### src/rtl/vga_pkg.sv
// Shared types and widths for the VGA plot arbiter and related drawing-engine logic.
package vga_pkg;

   typedef enum logic [1:0] {
      IDLE,
      RUN,
      REL
   } arb_state_t;

   localparam int unsigned VGA_XW    = 8;
   localparam int unsigned VGA_YW    = 7;
   localparam int unsigned VGA_CW    = 3;
   localparam int unsigned SCR_W_DEF = 160;
   localparam int unsigned SCR_H_DEF = 120;

endpackage

### src/rtl/rr_pick.sv
// Combinational round-robin picker: first set request after rr_ptr_i, wrapping at N_ENG.
module rr_pick
   import vga_pkg::*;
#(
   parameter int unsigned N_ENG = 3
) (
   input  logic [N_ENG-1:0] req_i,
   input  logic [2:0]       rr_ptr_i,
   output logic [2:0]       winner_o,
   output logic             valid_o
);

   logic [7:0] req_pad;

   // Scan from farthest to nearest so the nearest requester after the pointer wins last.
   always_comb begin
      logic [2:0] idx;
      req_pad  = 8'(req_i);
      winner_o = '0;
      valid_o  = 1'b0;
      idx      = '0;
      for (int k = N_ENG; k >= 1; k--) begin
         idx = 3'((int'(rr_ptr_i) + k) % N_ENG);
         if (req_pad[idx]) begin
            winner_o = idx;
            valid_o  = 1'b1;
         end
      end
   end

endmodule

### src/rtl/vga_plot_arbiter.sv
// Round-robin owner of the VGA adapter pixel port for N_ENG start/done drawing engines.
// Define VGA_CLIP_EN to suppress forwarded plots that fall outside SCR_W x SCR_H.
module vga_plot_arbiter
   import vga_pkg::*;
#(
   parameter int unsigned N_ENG = 3,
   parameter int unsigned SCR_W = SCR_W_DEF,
   parameter int unsigned SCR_H = SCR_H_DEF
) (
   input  logic                     clk_i,
   input  logic                     rst_i,
   input  logic [N_ENG-1:0]         req_i,
   output logic [N_ENG-1:0]         ack_o,
   output logic                     aborted_o,
   output logic [N_ENG-1:0]         eng_start_o,
   input  logic [N_ENG-1:0]         eng_done_i,
   input  logic [N_ENG*VGA_XW-1:0]  eng_x_i,
   input  logic [N_ENG*VGA_YW-1:0]  eng_y_i,
   input  logic [N_ENG*VGA_CW-1:0]  eng_colour_i,
   input  logic [N_ENG-1:0]         eng_plot_i,
   output logic [VGA_XW-1:0]        vga_x_o,
   output logic [VGA_YW-1:0]        vga_y_o,
   output logic [VGA_CW-1:0]        vga_colour_o,
   output logic                     vga_plot_o,
   output logic                     busy_o,
   output logic [2:0]               grant_id_o
);

`ifdef VGA_CLIP_EN
   localparam bit ClipEn = 1'b1;
`else
   localparam bit ClipEn = 1'b0;
`endif

   arb_state_t        state_q, state_d;
   logic [2:0]        rr_ptr_q, rr_ptr_d;
   logic [2:0]        grant_q, grant_d;
   logic              ack_pend_q, ack_pend_d;
   logic [VGA_XW-1:0] vga_x_q, vga_x_d;
   logic [VGA_YW-1:0] vga_y_q, vga_y_d;
   logic [VGA_CW-1:0] vga_c_q, vga_c_d;
   logic              vga_plot_q, vga_plot_d;

   logic [2:0]        winner;
   logic              winner_vld;
   logic [VGA_XW-1:0] x_sel;
   logic [VGA_YW-1:0] y_sel;
   logic [VGA_CW-1:0] c_sel;
   logic              plot_sel, done_sel, req_sel, on_screen;

   rr_pick #(
      .N_ENG (N_ENG)
   ) u_rr_pick (
      .req_i    (req_i),
      .rr_ptr_i (rr_ptr_q),
      .winner_o (winner),
      .valid_o  (winner_vld)
   );

   // Granted engine's view; other engines' strobes and dones never reach the FSM.
   always_comb begin
      x_sel    = '0;
      y_sel    = '0;
      c_sel    = '0;
      plot_sel = 1'b0;
      done_sel = 1'b0;
      req_sel  = 1'b0;
      for (int i = 0; i < N_ENG; i++) begin
         if (grant_q == 3'(i)) begin
            x_sel    = eng_x_i[i*VGA_XW +: VGA_XW];
            y_sel    = eng_y_i[i*VGA_YW +: VGA_YW];
            c_sel    = eng_colour_i[i*VGA_CW +: VGA_CW];
            plot_sel = eng_plot_i[i];
            done_sel = eng_done_i[i];
            req_sel  = req_i[i];
         end
      end
      on_screen = (32'(x_sel) < SCR_W) && (32'(y_sel) < SCR_H);
   end

   always_comb begin
      state_d    = state_q;
      rr_ptr_d   = rr_ptr_q;
      grant_d    = grant_q;
      ack_pend_d = ack_pend_q;
      unique case (state_q)
         IDLE: begin
            if (winner_vld) begin
               grant_d  = winner;
               rr_ptr_d = winner;
               state_d  = RUN;
            end
         end
         RUN: begin
            if (done_sel) begin
               ack_pend_d = 1'b1;
               state_d    = REL;
            end else if (!req_sel) begin
               ack_pend_d = 1'b0;
               state_d    = REL;
            end
         end
         REL:     state_d = IDLE;
         default: state_d = IDLE;
      endcase
   end

   always_comb begin
      vga_x_d    = vga_x_q;
      vga_y_d    = vga_y_q;
      vga_c_d    = vga_c_q;
      vga_plot_d = 1'b0;
      if (state_q == RUN) begin
         vga_x_d    = x_sel;
         vga_y_d    = y_sel;
         vga_c_d    = c_sel;
         vga_plot_d = plot_sel && (!ClipEn || on_screen);
      end
   end

   always_ff @(posedge clk_i) begin
      if (rst_i) begin
         state_q    <= IDLE;
         rr_ptr_q   <= 3'(N_ENG - 1);
         grant_q    <= '0;
         ack_pend_q <= 1'b0;
         vga_x_q    <= '0;
         vga_y_q    <= '0;
         vga_c_q    <= '0;
         vga_plot_q <= 1'b0;
      end else begin
         state_q    <= state_d;
         rr_ptr_q   <= rr_ptr_d;
         grant_q    <= grant_d;
         ack_pend_q <= ack_pend_d;
         vga_x_q    <= vga_x_d;
         vga_y_q    <= vga_y_d;
         vga_c_q    <= vga_c_d;
         vga_plot_q <= vga_plot_d;
      end
   end

   always_comb begin
      eng_start_o = '0;
      ack_o       = '0;
      for (int i = 0; i < N_ENG; i++) begin
         if (grant_q == 3'(i)) begin
            eng_start_o[i] = (state_q == RUN);
            ack_o[i]       = (state_q == REL) && ack_pend_q;
         end
      end
      aborted_o = (state_q == REL) && !ack_pend_q;
   end

   assign busy_o       = (state_q != IDLE);
   assign grant_id_o   = grant_q;
   assign vga_x_o      = vga_x_q;
   assign vga_y_o      = vga_y_q;
   assign vga_colour_o = vga_c_q;
   assign vga_plot_o   = vga_plot_q;

endmodule
### config.mk
export PLATFORM = sky130hd
export DESIGN_NAME = vga_plot_arbiter
export DESIGN_NICKNAME = d
export VERILOG_FILES = /design/src/rtl/vga_pkg.sv /design/src/rtl/rr_pick.sv /design/src/rtl/vga_plot_arbiter.sv
export SDC_FILE = /design/constraint.sdc
export NUM_CORES = 1
export LEC_CHECK = 0
export ABC_CLOCK_PERIOD_IN_PS = 4700
export CAP_MARGIN = 10
export CORE_MARGIN = 3
export CORE_UTILIZATION = 32
export CTS_BUF_LIST = sky130_fd_sc_hd__clkbuf_4 sky130_fd_sc_hd__clkbuf_8
export DETAILED_ROUTE_END_ITERATION = 16
export GPL_ROUTABILITY_DRIVEN = 0
export HOLD_SLACK_MARGIN = 0.02
export PLACE_DENSITY = 0.67
export SYNTH_ARGS = -nofsm -noshare
export SYNTH_HDL_FRONTEND = slang
export SYNTH_HIERARCHICAL = 1
export SYNTH_SLANG_ARGS = --single-unit
### constraint.sdc
create_clock -name clk_i -period 4.7 [get_ports clk_i]
set_input_delay 0.94 -clock clk_i [delete_from_list [all_inputs] [get_ports clk_i]]
set_output_delay 0.94 -clock clk_i [all_outputs]
set_load 0.02 [all_outputs]
==> run metrics, run 1 <==
Die Span Y 96.2 um; internal power of the cells between 1 and 1.5 mW; post-synthesis register bit count 26; worst supply voltage drop on vdd approximately 0.00031 V; total area of multi-input combinational cells ~1800 um^2; antenna-violating nets left 0; number of H-tree branching levels 1; sequential cell area fraction in the yosys report between 10% and 20%; time the final worst path needs with I/O delays and setup between 4000 and 5000 ps; outcome finished, final reports clean; Iteration-0 DRC Markers about 100; count of max-cap constraint violations 0; # DRC 0; number of instances in the placed design 494; synthesized instance count approximately 310; max-slew headroom at the worst pin a little under 30%; via count 2656; # fillers ~750; leakage power figure around 1.3 nW; n_diodes 0; path category of the worst min-delay check register to register; average routed wire per standard cell approximately 15 um; Clock Tree Buf Depth 2; clock root buffer master sky130_fd_sc_hd__clkbuf_8; fraction of power spent switching nets roughly half; data required time of the critical path roughly 4900 ps; area of the die around 9000 um^2; worst setup path category register to register; Synth Area per Inst approximately 8.3 um^2; portion of the clock cycle consumed by the worst path in the final layout about nine tenths; worst flop-to-flop path endpoint rr_ptr_q[1]; vias in the first global route ~2.5k; worst reg-to-reg path cell count 16; leading cell type in the layout, fill and taps excluded sky130_fd_sc_hd__clkdlybuf4s50_1; Netlist Area Pre-Place ~2600 um^2; flop2flop setup slack 380 ps; Synth Warn # 6; async set-or-reset flop fraction in the synthesized netlist 0%; synth-to-layout area growth 38.6%; setup repair after global routing missed its margin no; Sinks on Clock Net 26; Setup Buffers After CTS 0; Worst Hold Depth 2; Starting Density between 30% and 40%; Inserted Clock Buffers 3; switching power summed over all nets about 1.1 mW; final layout net count 480; setup TNS 0 ps; peak clock frequency supported by timing ~230 MHz; crit-path max FO 6; element type at the critical path end register; startpoint of the lowest-slack hold path ack_pend_q; count of buffers inserted at the top-level ports 94; top-level port count 95; clock tree from TritonCTS yes; first-pass iteration count of the detailed router 5; core region area about 7800 um^2; initial antenna violation count 0; share of final-layout standard cells stronger than drive strength 1 approximately a tenth; largest net degree at the start of global routing 28; Site Rows 32; Final setup violation count 0; number of max-slew violations in the final report 0; fin cells slightly below 500; top library cells by usage in the layout, fill and taps aside 94 x sky130_fd_sc_hd__clkdlybuf4s50_1, 30 x sky130_fd_sc_hd__nor2_1, 25 x sky130_fd_sc_hd__dfxtp_1; floorplan die width around 96 um; Worst-path clk slew approximately 90 ps; worst-margin pin slew 1060 ps; dpl hpwl between 5000 and 6000 um; most common flop cell mapped by yosys sky130_fd_sc_hd__dfxtp_1; number of hold violations in the final report 0; net count of the mapped netlist between 300 and 400; Overall Global Routing Usage between 10% and 20%; area taken by flip-flops and latches between 500 and 600 um^2; global-route congestion overflow total 0; worst reg2reg startpoint rr_ptr_q[0]; global-route wire length before repair about 12000 um; Clock power frac between 5 and 6%; count of flip-flops with a built-in enable after synthesis 0; Netlist cell types 63; portion of total power attributed to combinational logic a little over 80%; core occupancy in the finished layout between 40% and 50%; Fin Clk Skew between 2 and 3 ps; insertion delay to the later sink of the worst-skew pair between 200 and 300 ps; Total Routed Length about 7600 um; power density of the placed cells around 630 nW/um^2; data arrival time at the worst-slack endpoint approximately 4500 ps; Worst Setup Start Kind register; Hold Path End ack_pend_q; vias per std cell 5.34; Flop pwr share ~14%
==> power by group through the flow <==
| stage | combinational [mW] | clock (mW) | sequential [mW] |
|---|---|---|---|
| global placement | 1.77 | 0 | 0.311 |
| finish | 1.83 | 0.126 | 0.310 |
| global route | 2.01 | 0.139 | 0.318 |
| floorplan | 1.34 | 0 | 0.353 |
| CTS | 1.81 | 0.129 | 0.308 |
| detailed placement | 1.80 | 0 | 0.312 |
==> worst max-delay path, stage by stage (launching register included) <==
cell and delay, ps:
sky130_fd_sc_hd__dfxtp_1 400, sky130_fd_sc_hd__inv_1 80, sky130_fd_sc_hd__ha_1 220, sky130_fd_sc_hd__xor2_1 360, sky130_fd_sc_hd__inv_1 180, sky130_fd_sc_hd__ha_1 370, sky130_fd_sc_hd__o2111ai_1 270, sky130_fd_sc_hd__and3_1 270
sky130_fd_sc_hd__nor2_1 60, sky130_fd_sc_hd__ha_1 260, sky130_fd_sc_hd__or4b_2 680, sky130_fd_sc_hd__o32ai_1 350, sky130_fd_sc_hd__o21ai_0 160, sky130_fd_sc_hd__nand3_1 160, sky130_fd_sc_hd__nand2_1 140, sky130_fd_sc_hd__a21oi_1 170
sky130_fd_sc_hd__nand2_1 80
==> area by class of cell <==
class | count | area share, %
Clock buffer | 3 | 1.14
Inverter | 16 | 1.66
Multi-Input combinational cell | 247 | 51.2
Sequential cell | 26 | 14.5
Tap cell | 102 | 3.54
Timing Repair Buffer | 103 | 27.9
==> per-stage QoR <==
| step | area, um^2 | total power [mW] | worst slack [ps] | hold slack (ps) |
|---|---|---|---|---|
| final | 3610 | 2.26 | 384 | 505 |
| after global routing | 3610 | 2.47 | 69.8 | 534 |
| after CTS | 3600 | 2.25 | 391 | 508 |
| after detailed placement | 3560 | 2.11 | 418 | 495 |
| after global placement | 3560 | 2.08 | 495 | 486 |
| after floorplan | 2600 | 1.69 | 552 | 459 |
==> synthesized netlist by cell type (all sizes together), types with 10 or more instances <==
cell type,instances,area [um^2]
ha,18,225
dfxtp,26,521
o21ai,12,63.8
nor2,34,138
a22oi,18,155
inv,16,60.1
buf,18,163
mux2i,24,240
nand3,10,50.1
o2bb2ai,21,196
a21oi,12,60.1
nand2,16,60.1
==> sequential cells by signal, indices dropped and copies added, names as in the netlist <==
signal / flops
ack_pend_q: 1
state_q: 2
rr_ptr_q: 3
grant_id_o: 1
vga_plot_o: 1
vga_colour_o: 3
vga_x_o: 8
vga_y_o: 7
==> routing by layer <==
metal  up-vias  share of wire, %  track usage (%)
li1       1332                 -                -
met1      1244                44             20.4
met2        70                50             27.5
met3        10               5.0             3.13
met4         0               1.2             3.91
met5         -                 0                0
==> what timing repair did <==
action	4_1_cts	5_1_grt
setup endpoints to repair	0	4
resized for setup	0	2
hold buffers	0	0
==> worst max-delay path by stage <==
stage                   to  slack [ps]        start  depth (start not counted)
3_3_place_gp   rr_ptr_q[1]         490  rr_ptr_q[1]                         16
4_1_cts        rr_ptr_q[2]         390  rr_ptr_q[1]                         16
6_report       rr_ptr_q[1]         380  rr_ptr_q[0]                         16
5_1_grt        rr_ptr_q[1]          70  rr_ptr_q[0]                         16
3_5_place_dp   rr_ptr_q[0]         420  rr_ptr_q[1]                         16
2_1_floorplan  rr_ptr_q[1]         550  rr_ptr_q[0]                         19
==> logic make-up after synthesis <==
family                   count (synthesis)  synth area share (%)
AO/OA/AOI/OAI                           98                  30.4
XOR/XNOR                                 5                  1.68
adder cells (fa/ha/maj)                 18                  8.65
buffers and inverters                   39                  9.27
flip-flops                              26                  20.0
multiplexers                            26                  10.2
other                                    1                 0.144
AND/OR/NAND/NOR                         99                  19.6
(Power assumes the default switching activity.)
==> run 2: changes to the inputs <==
CTS_CLUSTER_SIZE = 12   (was unset)
==> results of run 2 <==
No change in the layout: final DEF, timing and power equal those of run 1.
==> run 3: changes to the inputs <==
RECOVER_POWER = 25   (was unset)
==> run 3 against run 2 <==
Effect of this change: combinational power about the same; via count fell by 1.1%; clock-buffer cell count did not move; global-route usage did not move; cell count unchanged; sequential power is essentially flat; wire length decreased by 0.53%; first-iteration DRC count unchanged; critical path type unchanged; largest cell class unchanged.
==> run metrics, run 3 (synthesized netlist as in run 1, its figures left out) <==
outcome finished, final reports clean; Overall Global Routing Usage about 16%; antenna-violating nets left 0; element type at the critical path end register; worst-margin pin slew about 1000 ps; n_diodes 0; cell with the biggest individual delay on the critical path sky130_fd_sc_hd__or4b_2; hold bufs inserted after CTS 0; worst supply voltage drop on vdd about 0.00031 V; path category of the worst min-delay check register to register; clock root buffer master sky130_fd_sc_hd__clkbuf_8; Site Rows 32; Iteration-0 DRC Markers around 100; critical path's top delay family simple AND/OR/NAND/NOR gates; initial antenna violation count 0; Final setup violation count 0; global-route congestion overflow total 0; clock tree from TritonCTS yes; number of hold violations in the final report 0; via count approximately 2.6k; count of max-cap constraint violations 0; data required time of the critical path 4860 ps; share of final-layout standard cells stronger than drive strength 1 roughly a tenth; crit-path max FO 6; global-route wire length before repair 11900 um; portion of the clock cycle consumed by the worst path in the final layout between 90% and 100%; Die Span Y 96.2 um; core occupancy in the finished layout a little under half; number of flip-flops under the largest register name 8; setup TNS 0 ps; cell-by-cell trace of the critical path inv_1, ha_1, xor2_1, inv_1, ha_1, o2111ai_1, and3_1, nor2_1, ha_1, or4b_2, o32ai_1, o21ai_0, nand3_1, nand2_1, a21oi_1, nand2_1; time the final worst path needs with I/O delays and setup ~4300 ps; leading cell type in the layout, fill and taps excluded sky130_fd_sc_hd__clkdlybuf4s50_1; area of the die between 9000 and 10000 um^2; most used cell along the critical path sky130_fd_sc_hd__ha_1; Fin Clk Skew approximately 1.6 ps; first-pass iteration count of the detailed router 4; number of H-tree branching levels 1; final layout net count 480; top library cells by usage in the layout, fill and taps aside 92 x sky130_fd_sc_hd__clkdlybuf4s50_1, 30 x sky130_fd_sc_hd__nor2_1, 25 x sky130_fd_sc_hd__dfxtp_1; largest incremental delay on the critical path 680 ps; Sinks on Clock Net 26; Starting Density 33.3%; peak clock frequency supported by timing 232 MHz; area taken by flip-flops and latches between 500 and 600 um^2; data arrival time at the worst-slack endpoint ~4500 ps; insertion delay to the later sink of the worst-skew pair around 260 ps; vias per std cell roughly 5.3; # fillers around 750; flop2flop setup slack between 300 and 400 ps; power density of the placed cells 626 nW/um^2; setup repair after global routing missed its margin no; Total Routed Length 7540 um; count of buffer and inverter cells on the critical path 2; Worst-path clk slew 90 ps; Inserted Clock Buffers 3; dpl hpwl a little under 6000 um; Worst Setup Start Kind register; largest net degree at the start of global routing 28; average routed wire per standard cell 15.2 um; floorplan die width between 90 and 100 um; vias in the first global route between 2k and 3k; total area of multi-input combinational cells ~1800 um^2; leakage power figure ~1.3 nW; number of max-slew violations in the final report 0; count of buffers inserted at the top-level ports between 90 and 100; Clock Tree Buf Depth 2; core region area between 7000 and 8000 um^2; max-slew headroom at the worst pin between 20 and 30%; worst setup path category register to register; # DRC 0; top-level port count between 90 and 100; synth-to-layout area growth 38.6%
==> run 3: metrics by stage <==
| step | worst slack (ps) | instance area [um^2] | total power [mW] | hold WS (ps) | instances |
|---|---|---|---|---|---|
| after global routing | 78.8 | 3610 | 2.47 | 534 | 497 |
| after detailed placement | 418 | 3560 | 2.11 | 495 | 494 |
| after floorplan | 552 | 2600 | 1.69 | 459 | 312 |
| after CTS | 391 | 3600 | 2.25 | 508 | 497 |
| final | 391 | 3610 | 2.26 | 504 | 497 |
| after global placement | 495 | 3560 | 2.08 | 486 | 494 |
==> run 3: what timing repair did <==
| item | CTS | global route |
|---|---|---|
| setup buffers | 0 | 0 |
| setup endpoints to repair | 0 | 4 |
| gates resized for setup | 0 | 2 |
==> run 3: worst paths after layout <==
path,cells past startpoint,startpoint,end
worst min register to register,2,ack_pend_q,ack_pend_q
worst max register to register,16,rr_ptr_q[0],rr_ptr_q[1]
worst max-delay path,16,rr_ptr_q[0],rr_ptr_q[1]
worst min-delay path,2,ack_pend_q,ack_pend_q
==> run 3: per-layer routing <==
metal	global-route usage, %	up-vias	share of wire, %
li1	-	1333	-
met1	20.4	1224	44
met2	27.5	61	50
met3	3.13	8	4.6
met4	3.91	0	1.2
met5	0	-	0
==> run 3: layout make-up <==
| cell class | instances | share of cell area, % |
|---|---|---|
| multi-input cells | 247 | 51.2 |
| flip-flops and latches | 26 | 14.5 |
| well taps | 102 | 3.54 |
| inverters | 16 | 1.66 |
| repair buffers | 103 | 27.9 |
| clock buffers | 3 | 1.14 |
==> run 3: worst reg2reg max path, cell delays in order, from the launching register on <==
cell and delay, ps:
sky130_fd_sc_hd__dfxtp_1 400, sky130_fd_sc_hd__inv_1 80, sky130_fd_sc_hd__ha_1 220, sky130_fd_sc_hd__xor2_1 360, sky130_fd_sc_hd__inv_1 180, sky130_fd_sc_hd__ha_1 370, sky130_fd_sc_hd__o2111ai_1 270, sky130_fd_sc_hd__and3_1 270
sky130_fd_sc_hd__nor2_1 60, sky130_fd_sc_hd__ha_1 260, sky130_fd_sc_hd__or4b_2 680, sky130_fd_sc_hd__o32ai_1 350, sky130_fd_sc_hd__o21ai_0 170, sky130_fd_sc_hd__nand3_1 160, sky130_fd_sc_hd__nand2_1 140, sky130_fd_sc_hd__a21oi_1 170
sky130_fd_sc_hd__nand2_1 70
==> run 3: power breakdown <==
part	leakage (nW)	switching, mW	internal [mW]	total [mW]
registers	0.212	0.0374	0.272	0.310
logic	1.09	1.04	0.786	1.82
clock network	0.0216	0.0688	0.0574	0.126
